===== config.mk =====
export PLATFORM = sky130hd
export DESIGN_NAME = spi_frame_regs
export DESIGN_NICKNAME = d
export VERILOG_FILES = /design/src/rtl/spi_frame_regs_pkg.sv /design/src/rtl/spi_frame_regs_sync.sv /design/src/rtl/spi_frame_regs.sv
export SDC_FILE = /design/constraint.sdc
export NUM_CORES = 1
export LEC_CHECK = 0
export CAP_MARGIN = 30
export CORE_MARGIN = 2
export CORE_UTILIZATION = 40
export CTS_CLUSTER_DIAMETER = 150
export DETAILED_ROUTE_END_ITERATION = 8
export GPL_TIMING_DRIVEN = 0
export REMOVE_ABC_BUFFERS = 1
export SLEW_MARGIN = 20
export SYNTH_ARGS = -nofsm -noshare
export SYNTH_HDL_FRONTEND = slang
export SYNTH_SLANG_ARGS = --single-unit

===== constraint.sdc =====
create_clock -name clk -period 34.2 [get_ports clk]
set_clock_uncertainty 0.15 [all_clocks]
set_input_delay 10.26 -clock clk [delete_from_list [all_inputs] [get_ports clk]]
set_output_delay 10.26 -clock clk [all_outputs]
set_load 0.01 [all_outputs]

===== src/rtl/spi_frame_regs_pkg.sv =====
// Shared constants for the SPI frame engine: frame layout, CRC polynomial, cfg fields, FSM states.
// Used by spi_frame_regs in both builds (SPI_CRC8_EN defined or not).
package spi_frame_regs_pkg;

  localparam logic [7:0] STATUS_MAGIC = 8'hA5;
  localparam int         WORD_BITS    = 32;
  localparam logic [7:0] CRC_POLY     = 8'h07;

  localparam int CFG_DIRTIME_LSB  = 0;
  localparam int CFG_STEPTIME_LSB = 4;
  localparam int CFG_STEPPOL_BIT  = 8;
  localparam int CFG_TAP_LSB      = 9;
  localparam int CFG_PWM_LSB      = 16;

  typedef logic [1:0] state_t;
  localparam state_t ST_IDLE  = 2'd0;
  localparam state_t ST_SHIFT = 2'd1;
  localparam state_t ST_CHECK = 2'd2;

endpackage


===== src/rtl/spi_frame_regs_sync.sv =====
// Three-flop synchroniser with rising/falling edge pulses, for the SPI SCK and SSEL pins.
module spi_sync_edge #(
  parameter logic RST_VAL = 1'b0
) (
  input  logic clk,
  input  logic rst,
  input  logic pin,
  output logic rise,
  output logic fall
);

  logic [2:0] sr;

  // shift the pin through the synchroniser; sr[2] is the previous synchronised value
  always_ff @(posedge clk or posedge rst) begin
    if (rst) begin
      sr <= {3{RST_VAL}};
    end else begin
      sr <= {sr[1:0], pin};
    end
  end

  assign rise = sr[1] & ~sr[2];
  assign fall = ~sr[1] & sr[2];

endmodule


===== src/rtl/spi_frame_regs.sv =====
// N-channel SPI-slave frame engine with snapshot readback and atomic commit of written registers.
// Optional feature: define SPI_CRC8_EN for a CRC-8 trailer byte on MOSI and MISO.
module spi_frame_regs
  import spi_frame_regs_pkg::*;
#(
  parameter int N_CH = 4,
  parameter int VW   = 12,
  parameter int PW   = 21,
  parameter int DW   = 9,
  parameter int IW   = 13
) (
  input  logic                 clk,
  input  logic                 rst,
  input  logic                 SCK,
  input  logic                 SSEL,
  input  logic                 MOSI,
  output logic                 MISO,
  input  logic [N_CH*PW-1:0]   pos,
  input  logic [IW-1:0]        din,
  input  logic [15:0]          rpm,
  output logic [N_CH*VW-1:0]   vel,
  output logic [DW-1:0]        dout,
  output logic [31:0]          cfg,
  output logic                 commit,
  output logic                 frame_err
);

  localparam int NW        = N_CH + 2;
  localparam int DATA_BITS = NW * WORD_BITS;
`ifdef SPI_CRC8_EN
  localparam int FRAME_BITS = DATA_BITS + 8;
`else
  localparam int FRAME_BITS = DATA_BITS;
`endif
  localparam int CW  = $clog2(DATA_BITS + 9);
  localparam int IXW = CW - 5;
  localparam logic [CW-1:0] DATA_CNT  = CW'(DATA_BITS);
  localparam logic [CW-1:0] FRAME_CNT = CW'(FRAME_BITS);
  localparam logic [CW-1:0] CNT_MAX   = {CW{1'b1}};

`ifdef SPI_CRC8_EN
  function automatic logic [7:0] crc8(input logic [7:0] crc_in, input logic [7:0] data);
    logic [7:0] c;
    c = crc_in ^ data;
    for (int i = 0; i < 8; i++) begin
      c = c[7] ? ({c[6:0], 1'b0} ^ CRC_POLY) : {c[6:0], 1'b0};
    end
    return c;
  endfunction
`endif

  logic              sck_rise, sck_fall, ssel_rise, ssel_fall;
  logic [1:0]        mosi_pipe;
  logic              mosi_bit;
  state_t            state;
  logic              pend;
  logic              start;
  logic [CW-1:0]     cnt;
  logic [IXW-1:0]    widx;
  logic              in_data;
  logic [7:0]        rx_byte;
  logic [7:0]        rx_bits;
  logic [23:0]       rx_part;
  logic [31:0]       rx_word;
  logic [N_CH*PW-1:0] snap_pos;
  logic [IW-1:0]     snap_din;
  logic [15:0]       snap_rpm;
  logic [N_CH*VW-1:0] sh_vel;
  logic [DW-1:0]     sh_dout;
  logic [31:0]       sh_cfg;
  logic [31:0]       tx_words [NW];
  logic [31:0]       tx_word;
  logic [7:0]        tx_byte;
  logic              tx_bit;
  logic              frame_ok;
  logic [7:0]        err_cnt;
  logic [7:0]        frame_cnt;
`ifdef SPI_CRC8_EN
  logic [7:0]        crc_rx;
  logic [7:0]        crc_tx;
  logic              in_crc;
`endif

  spi_sync_edge #(.RST_VAL(1'b0)) u_sck_sync (
    .clk (clk), .rst (rst), .pin (SCK), .rise (sck_rise), .fall (sck_fall)
  );

  spi_sync_edge #(.RST_VAL(1'b1)) u_ssel_sync (
    .clk (clk), .rst (rst), .pin (SSEL), .rise (ssel_rise), .fall (ssel_fall)
  );

  // MOSI is delayed by two flops so it lines up with the synchronised SCK edge
  always_ff @(posedge clk or posedge rst) begin
    if (rst) begin
      mosi_pipe <= 2'b00;
    end else begin
      mosi_pipe <= {mosi_pipe[0], MOSI};
    end
  end
  assign mosi_bit = mosi_pipe[1];

  assign start = (state == ST_IDLE) && (ssel_fall || pend);

  // readback word/byte/bit selection from the frame-start snapshot
  always_comb begin
    rx_bits = {rx_byte[6:0], mosi_bit};
    rx_word = {rx_bits, rx_part};
    widx    = cnt[CW-1:5];
    in_data = (cnt < DATA_CNT);
    for (int k = 0; k < N_CH; k++) begin
      tx_words[k] = {32{1'b0}};
      tx_words[k][PW-1:0] = snap_pos[k*PW +: PW];
    end
    tx_words[N_CH]   = {snap_rpm, 16'(snap_din)};
    tx_words[N_CH+1] = {STATUS_MAGIC, 8'(N_CH), err_cnt, frame_cnt};
    tx_word = {32{1'b0}};
    for (int k = 0; k < NW; k++) begin
      tx_word = tx_word | ({32{widx == IXW'(k)}} & tx_words[k]);
    end
    tx_byte = tx_word[{cnt[4:3], 3'b000} +: 8];
`ifdef SPI_CRC8_EN
    in_crc = (cnt >= DATA_CNT) && (cnt < FRAME_CNT);
    if (in_data) begin
      tx_bit = tx_byte[~cnt[2:0]];
    end else if (in_crc) begin
      tx_bit = crc_tx[~cnt[2:0]];
    end else begin
      tx_bit = 1'b0;
    end
`else
    if (in_data) begin
      tx_bit = tx_byte[~cnt[2:0]];
    end else begin
      tx_bit = 1'b0;
    end
`endif
  end

`ifdef SPI_CRC8_EN
  assign frame_ok = (cnt == FRAME_CNT) && (rx_byte == crc_rx);
`else
  assign frame_ok = (cnt == FRAME_CNT);
`endif

  // frame FSM; an SSEL fall seen during CHECK is held until IDLE
  always_ff @(posedge clk or posedge rst) begin
    if (rst) begin
      state <= ST_IDLE;
      pend  <= 1'b0;
    end else begin
      case (state)
        ST_IDLE: begin
          if (start) begin
            state <= ST_SHIFT;
            pend  <= 1'b0;
          end
        end
        ST_SHIFT: begin
          if (ssel_rise) state <= ST_CHECK;
        end
        ST_CHECK: begin
          state <= ST_IDLE;
          if (ssel_fall) pend <= 1'b1;
        end
        default: state <= ST_IDLE;
      endcase
    end
  end

  // bit counter, byte assembly and running CRCs
  always_ff @(posedge clk or posedge rst) begin
    if (rst) begin
      cnt     <= {CW{1'b0}};
      rx_byte <= 8'h00;
      rx_part <= 24'h000000;
`ifdef SPI_CRC8_EN
      crc_rx  <= 8'h00;
      crc_tx  <= 8'h00;
`endif
    end else if (start) begin
      cnt     <= {CW{1'b0}};
      rx_byte <= 8'h00;
      rx_part <= 24'h000000;
`ifdef SPI_CRC8_EN
      crc_rx  <= 8'h00;
      crc_tx  <= 8'h00;
`endif
    end else if ((state == ST_SHIFT) && sck_rise) begin
      if (cnt != CNT_MAX) cnt <= cnt + {{(CW-1){1'b0}}, 1'b1};
      rx_byte <= rx_bits;
      if (in_data && (cnt[2:0] == 3'd7)) begin
        rx_part <= {rx_bits, rx_part[23:8]};
`ifdef SPI_CRC8_EN
        crc_rx  <= crc8(crc_rx, rx_bits);
        crc_tx  <= crc8(crc_tx, tx_byte);
`endif
      end
    end
  end

  // snapshot at frame start; completed words land in the shadows
  always_ff @(posedge clk or posedge rst) begin
    if (rst) begin
      snap_pos <= {(N_CH*PW){1'b0}};
      snap_din <= {IW{1'b0}};
      snap_rpm <= 16'h0000;
      sh_vel   <= {(N_CH*VW){1'b0}};
      sh_dout  <= {DW{1'b0}};
      sh_cfg   <= 32'h0000_0000;
    end else if (start) begin
      snap_pos <= pos;
      snap_din <= din;
      snap_rpm <= rpm;
      sh_vel   <= {(N_CH*VW){1'b0}};
      sh_dout  <= {DW{1'b0}};
      sh_cfg   <= 32'h0000_0000;
    end else if ((state == ST_SHIFT) && sck_rise && in_data && (cnt[4:0] == 5'd31)) begin
      for (int k = 0; k < N_CH; k++) begin
        if (widx == IXW'(k)) sh_vel[k*VW +: VW] <= rx_word[VW-1:0];
      end
      if (widx == IXW'(N_CH))   sh_dout <= rx_word[DW-1:0];
      if (widx == IXW'(N_CH+1)) sh_cfg  <= rx_word;
    end
  end

  // commit or reject in CHECK
  always_ff @(posedge clk or posedge rst) begin
    if (rst) begin
      vel       <= {(N_CH*VW){1'b0}};
      dout      <= {DW{1'b0}};
      cfg       <= 32'h0000_0000;
      commit    <= 1'b0;
      frame_err <= 1'b0;
      err_cnt   <= 8'h00;
      frame_cnt <= 8'h00;
    end else begin
      commit <= 1'b0;
      if (state == ST_CHECK) begin
        if (frame_ok) begin
          vel       <= sh_vel;
          dout      <= sh_dout;
          cfg       <= sh_cfg;
          commit    <= 1'b1;
          frame_err <= 1'b0;
          frame_cnt <= frame_cnt + 8'd1;
        end else begin
          frame_err <= 1'b1;
          if (err_cnt != 8'hFF) err_cnt <= err_cnt + 8'd1;
        end
      end
    end
  end

  // MISO presents bit 0 before the first SCK rise, then advances on each SCK fall
  always_ff @(posedge clk or posedge rst) begin
    if (rst) begin
      MISO <= 1'b0;
    end else if (state != ST_SHIFT) begin
      MISO <= 1'b0;
    end else if (sck_fall || (cnt == {CW{1'b0}})) begin
      MISO <= tx_bit;
    end
  end

endmodule

=== Word-level counts from Yosys, hierarchy flattened ===
Index checks and enable logic that the tools add are counted.

* Logic and storage cells: 136
* Output and inout bits: 92
* Input port bits: 118
* Register bits after elaboration: 360

* Mux-type cells: 34
* Reduce and logical (&&, ||, !) cells: 34
* Add/sub/neg operators: 3
* Equality and inequality tests: 16
* Shift operators: 1
* Bitwise logic cells: 21
* $lt $le $gt $ge: 2

{| class="wikitable"
|+ Operators by type and width
! operator !! count
|-
| $or A32 B32 Y32 || 5
|-
| $and A32 B21 Y32 || 4
|-
| $mux W32 || 3
|-
| $mux W48 || 2
|-
| $mux W24 || 3
|-
| $and A32 B32 Y32 || 2
|-
| $mux W12 || 4
|-
| $shiftx A32 B6 Y8 || 1
|-
| $mux W9 || 3
|-
| $add A8 B1 Y8 const B || 3
|-
| $mux W8 || 3
|-
| $reduce_bool A2 Y1 || 12
|-
| $reduce_and A2 Y1 || 10
|-
| $ne A8 B8 Y1 const B || 2
|-
| $mux W7 || 2
|-
| $eq A3 B3 Y1 const B || 3
|-
| $mux W1 || 9
|-
| $eq A8 B8 Y1 const B || 1
|-
| $logic_not A8 Y1 || 1
|-
| $lt A8 B8 Y1 const B || 1
|-
| $eq A3 B2 Y1 const B || 2
|-
| $ne A2 B2 Y1 const B || 3
|-
| $reduce_and A3 Y1 || 2
|-
| $eq A5 B5 Y1 const B || 1
|-
| other kinds (16) || 29
|}

=== Logic depth before layout (Yosys ltp) ===
Gate-level depths: netlist of the first run.

* Depth in word-level cells: 13
* Gate-level depth with buffers: 10
* Gate-level depth less buffers: 9

=== Modules after synthesis ===
Synthesis of the first run repeated with hierarchy kept, for this count alone.

* Cell total of the unflattened synthesis: 1,493
* Area, all modules: 15,205.8 um^2

{| class="wikitable"
|+ Modules (own cells, without submodules)
! module !! area an instance (um^2) !! seq. area each (um^2) !! cells an instance !! times used
|-
| spi_frame_regs || 15,014.4 || 8,858.5 || 1,481 || 1
|-
| spi_sync_edge (u_ssel_sync) || 97.6 || 78.8 || 6 || 1
|-
| spi_sync_edge (u_sck_sync) || 93.8 || 75.1 || 6 || 1
|}

=== Least setup slack after synthesis of the first run ===
Ideal clock, no wire load.

* Path type: register to output
* Start point: register MISO
* End point: output MISO
* Setup slack: 23.405 ns
* Required time: 23.790 ns
* Stages on the path, launching flop included: 1
* Buffers on the path: 0
* Data arrival time: 0.385 ns
* Path through: dfrtp_1

{| class="wikitable"
|+ RTL lines
! element !! RTL line !! RTL
|-
| from (decl) || spi_frame_regs.sv:17 || <nowiki>output logic MISO,</nowiki>
|-
| from (signal assigned) || spi_frame_regs.sv:261 || <nowiki>MISO <= tx_bit;</nowiki>
|}

No word-level cell between the ends.

=== Worst setup path in the final report of the first run ===
* Start point: register vel[24]
* End point: output vel[24]

{| class="wikitable"
|+ RTL lines
! element !! RTL line !! RTL
|-
| from (decl) || spi_frame_regs.sv:21 || <nowiki>output logic [N_CH*VW-1:0] vel,</nowiki>
|-
| from (signal assigned) || spi_frame_regs.sv:229 || <nowiki>vel <= {(N_CH*VW){1'b0}};</nowiki>
|-
| from (signal assigned) || spi_frame_regs.sv:240 || <nowiki>vel <= sh_vel;</nowiki>
|}

No word-level cell between the ends.

==> key figures, run 1 <==
Run status
  – Status: finished clean

Critical path
  – Largest fanout on the critical path: 2
  – Flop2flop setup slack: 31020 ps
  – Beginning of the critical path: vel[24]
  – Crit path DAT: roughly 1500 ps
  – CP max-delay cell: clkdlybuf4s50_1
  – Critical path required time: ~24000 ps
  – Crit-path cells: clkdlybuf4s50_1
  – Worst Setup End Kind: output pin
  – CP startpoint kind: flip-flop
  – Worst R2R End: vel[6]
  – Critical path class: flip-flop to output pin
  – Reg2Reg Depth: 7
  – Buf/Inv on CP: 1
  – CP top delay family: buffers and inverters
  – Worst path max stage delay: 560 ps
  – CP Depth: 1
  – Reg2reg start: cnt[6]
  – Crit path to: vel[24]

Clock tree
  – Post_cts resized: 0
  – Clock sink count: 360
  – Postcts setup bufs: 0
  – CTS Buf Count: 40
  – Worst-case clock buffer depth: 3
  – CTS Hold Bufs: 0
  – Worst skew pair latency: 540 ps
  – Clock slew at reported path FFs: roughly 60 ps
  – CTS tree: done
  – Root Buffer: clkbuf_16
  – CTS H-tree depth: 2

Place
  – Final GP Congestion: 0.8013
  – Setup WS pre-CTS: 22100 ps
  – Buffers added on ports: 209
  – HPWL after DPL: 26.10 mm

Timing
  – Setup-failing EPs final: 0
  – Period Utilization, post-route: 0.3488
  – F_max: 83.84 MHz
  – RSZ-0062 raised after global routing: no
  – Setup_tns: 0 ps
  – Worst rel slew slack: 0.4311
  – Setup ws final: 22270 ps
  – Final Hold Violating Endpoints: 0
  – Max Slew Vio Count: 0
  – Worst slew pin tran: roughly 850 ps
  – Final Critical Period: 11930 ps

Drt
  – DRT Wirelength: ~38 mm
  – Via Count: 10940
  – Avg Vias per Cell: 4.981
  – Residual DRC: 0
  – ANT nets after route: 0
  – Drt pass-1 iters: 5
  – DR iter-0 viols: 614
  – Avg WL per Cell: 17.37 um

Finish
  – Most frequent cells in the layout: 501 x nand2_1, 354 x dfrtp_1, 209 x clkdlybuf4s50_1
  – ANT cells: 0
  – Nets: 1777
  – P&R area growth vs syn: 28.12%
  – Share of cells above drive strength 1: 0.1347
  – Commonest non-fill, non-tap cell in the layout: nand2_1

Synth
  – Cells after synthesis: 1460
  – EDFF count, synth: 0
  – Register bit total from synthesis: 360
  – Ys flop type: dfrtp_1
  – Synthesized area per cell: approximately 10 um2
  – Yosys Warn Count: 0
  – Unique masters post-synth: 55
  – Mapped Area: 15230 um2
  – Synth async-reset ratio: 1.000
  – Sequential cell area fraction in the yosys report: 0.5918

Min path
  – Worst Hold Class: flip-flop to flip-flop
  – HP Start: mosi_pipe[0]

Die
  – Initial cell density of the core: 0.4053
  – Core Rows: 71
  – Core ar.: approximately 38000 um2
  – Die span in x: 199.1 um
  – Die ar.: just under 40000 um2
  – Top Ports: 210
  – Die Height: 199.1 um

GRT
  – GRT Total Usage: 0.1966
  – Vias in the first global route: 10840
  – Initial antenna violation count: 0
  – Largest net degree at the start of global routing: roughly 110
  – Global-route wire length before repair: 60.82 mm
  – GRT overflow: 0

Job
  – Maxcap violations: 0

Pwr
  – Lkg Pwr: roughly 9.1 nW
  – Power per cell area: 62.18 nW/um2
  – Max VDD drop: 0.02980 mV
[through the flow]
step | instances | power [mW] | util | area [um2] | hold WS, ps
6_report | 2196 | 1.213 | 0.5192 | 19510 | 201.6
5_1_grt | 2196 | 1.283 | 0.5192 | 19510 | 211.6
4_1_cts | 2195 | 1.228 | 0.5188 | 19490 | 200.1
3_5_place_dp | 2121 | 0.7919 | 0.4832 | 18160 | 190.4
3_3_place_gp | 2090 | 0.7849 | 0.4664 | 17530 | 186.7
2_1_floorplan | 1370 | 0.7009 | - | 14790 | 181.2
[worst min-delay path by stage]
| stage | end | slack, ps | depth (start not counted) |
|---|---|---|---|
| global placement | mosi_pipe[1] | 190 | 0 |
| global route | u_sck_sync.sr[1] | 210 | 0 |
| floorplan | mosi_pipe[1] | 180 | 0 |
| CTS | mosi_pipe[1] | 200 | 0 |
| finish | mosi_pipe[1] | 200 | 0 |
| detailed placement | mosi_pipe[1] | 190 | 0 |
[flip-flops by register name (all words and copies together), names as in the netlist, 2 cells and up]
signal          cells
snap_din           13
rx_byte             7
sh_vel             48
frame_cnt           8
err_cnt             8
u_sck_sync.sr       3
dout                9
u_ssel_sync.sr      3
snap_pos           84
cfg                32
sh_cfg             32
mosi_pipe           2
snap_rpm           16
rx_part            24
cnt                 8
sh_dout             9
vel                48
state               2
[cell type report]
| cell class | instances | area, um2 |
|---|---|---|
| flip-flops and latches | 360 | 9019 |
| inverters | 10 | 45.04 |
| multi-input cells | 1000 | 5784 |
| fillers | 3444 | 18070 |
| clock buffers | 65 | 1256 |
| well taps | 511 | 639.4 |
| repair buffers | 241 | 2686 |
| clock inverters | 9 | 80.08 |
[layer usage]
metal / vias to the layer above / track usage / routed length [um]
met5: - / 0 / 0
met4: 0 / 0.05528 / 745
met3: 50 / 0.03139 / 1646
met2: 262 / 0.3176 / 18210
met1: 5371 / 0.2752 / 17550
li1: 5255 / - / -
[where the power goes]
group	internal [mW]	switching, mW	leakage [nW]
sequential	0.499	0.0436	4.80
clock	0.259	0.172	0.661
combinational	0.101	0.139	3.63
total	0.859	0.354	9.09
[synth_stat cells (6+ instances only)]
cell type,n,area (um2)
mux4_2,8,180.2
a21oi_1,101,505.5
buf_2,26,130.1
nand2_1,501,1881
inv_1,9,33.78
nor2_1,62,232.7
mux2_2,105,1182
nor2b_1,7,43.79
xnor2_1,11,96.34
mux2i_1,55,550.5
clkbuf_1,51,191.4
buf_4,7,52.55
ha_1,6,75.07
nand4_1,8,50.05
dfrtp_1,357,8934
o21ai_0,21,105.1
nor3_1,8,40.04
nand3_1,38,190.2
[logic make-up after synthesis]
family | after synthesis | share of synthesized area
fa+ha+maj | 6 | 0.004930
xor+xnor | 16 | 0.009202
simple gates | 643 | 0.1711
mux | 170 | 0.1291
flops | 360 | 0.5918
buf+inv | 100 | 0.03097
compound gates | 165 | 0.06285
Note: power is estimated with default switching activity, not from simulation.
==> run 2, diff against run 1 <==
==> constraint.sdc (replaced) <==
create_clock -name clk -period 11.4 [get_ports clk]
set_clock_uncertainty 0.15 [all_clocks]
set_input_delay 3.42 -clock clk [delete_from_list [all_inputs] [get_ports clk]]
set_output_delay 3.42 -clock clk [all_outputs]
set_load 0.01 [all_outputs]
==> results of run 2 <==
The final DEF is identical to that of run 1. Status: finished clean.
Among the figures that moved: setup slack after placement 22100 ps -> 6136 ps; setup slack after layout 22270 ps -> 6312 ps; register-to-register setup slack 31020 ps -> 8220 ps; total power 1.213 mW -> 3.639 mW; worst IR drop on VDD 0.02980 mV -> 0.08940 mV
==> run 3, diff against run 2 <==
==> constraint.sdc (replaced) <==
create_clock -name clk -period 5.3 [get_ports clk]
set_clock_uncertainty 0.15 [all_clocks]
set_input_delay 1.59 -clock clk [delete_from_list [all_inputs] [get_ports clk]]
set_output_delay 1.59 -clock clk [all_outputs]
set_load 0.01 [all_outputs]
==> results of run 3 <==
The final DEF is identical to that of run 1. Status: finished clean.
Among the figures that moved: setup slack after placement 22100 ps -> 1866 ps; setup slack after layout 22270 ps -> 2042 ps; register-to-register setup slack 31020 ps -> 2120 ps; total power 1.213 mW -> 7.828 mW; worst IR drop on VDD 0.02980 mV -> 0.1923 mV
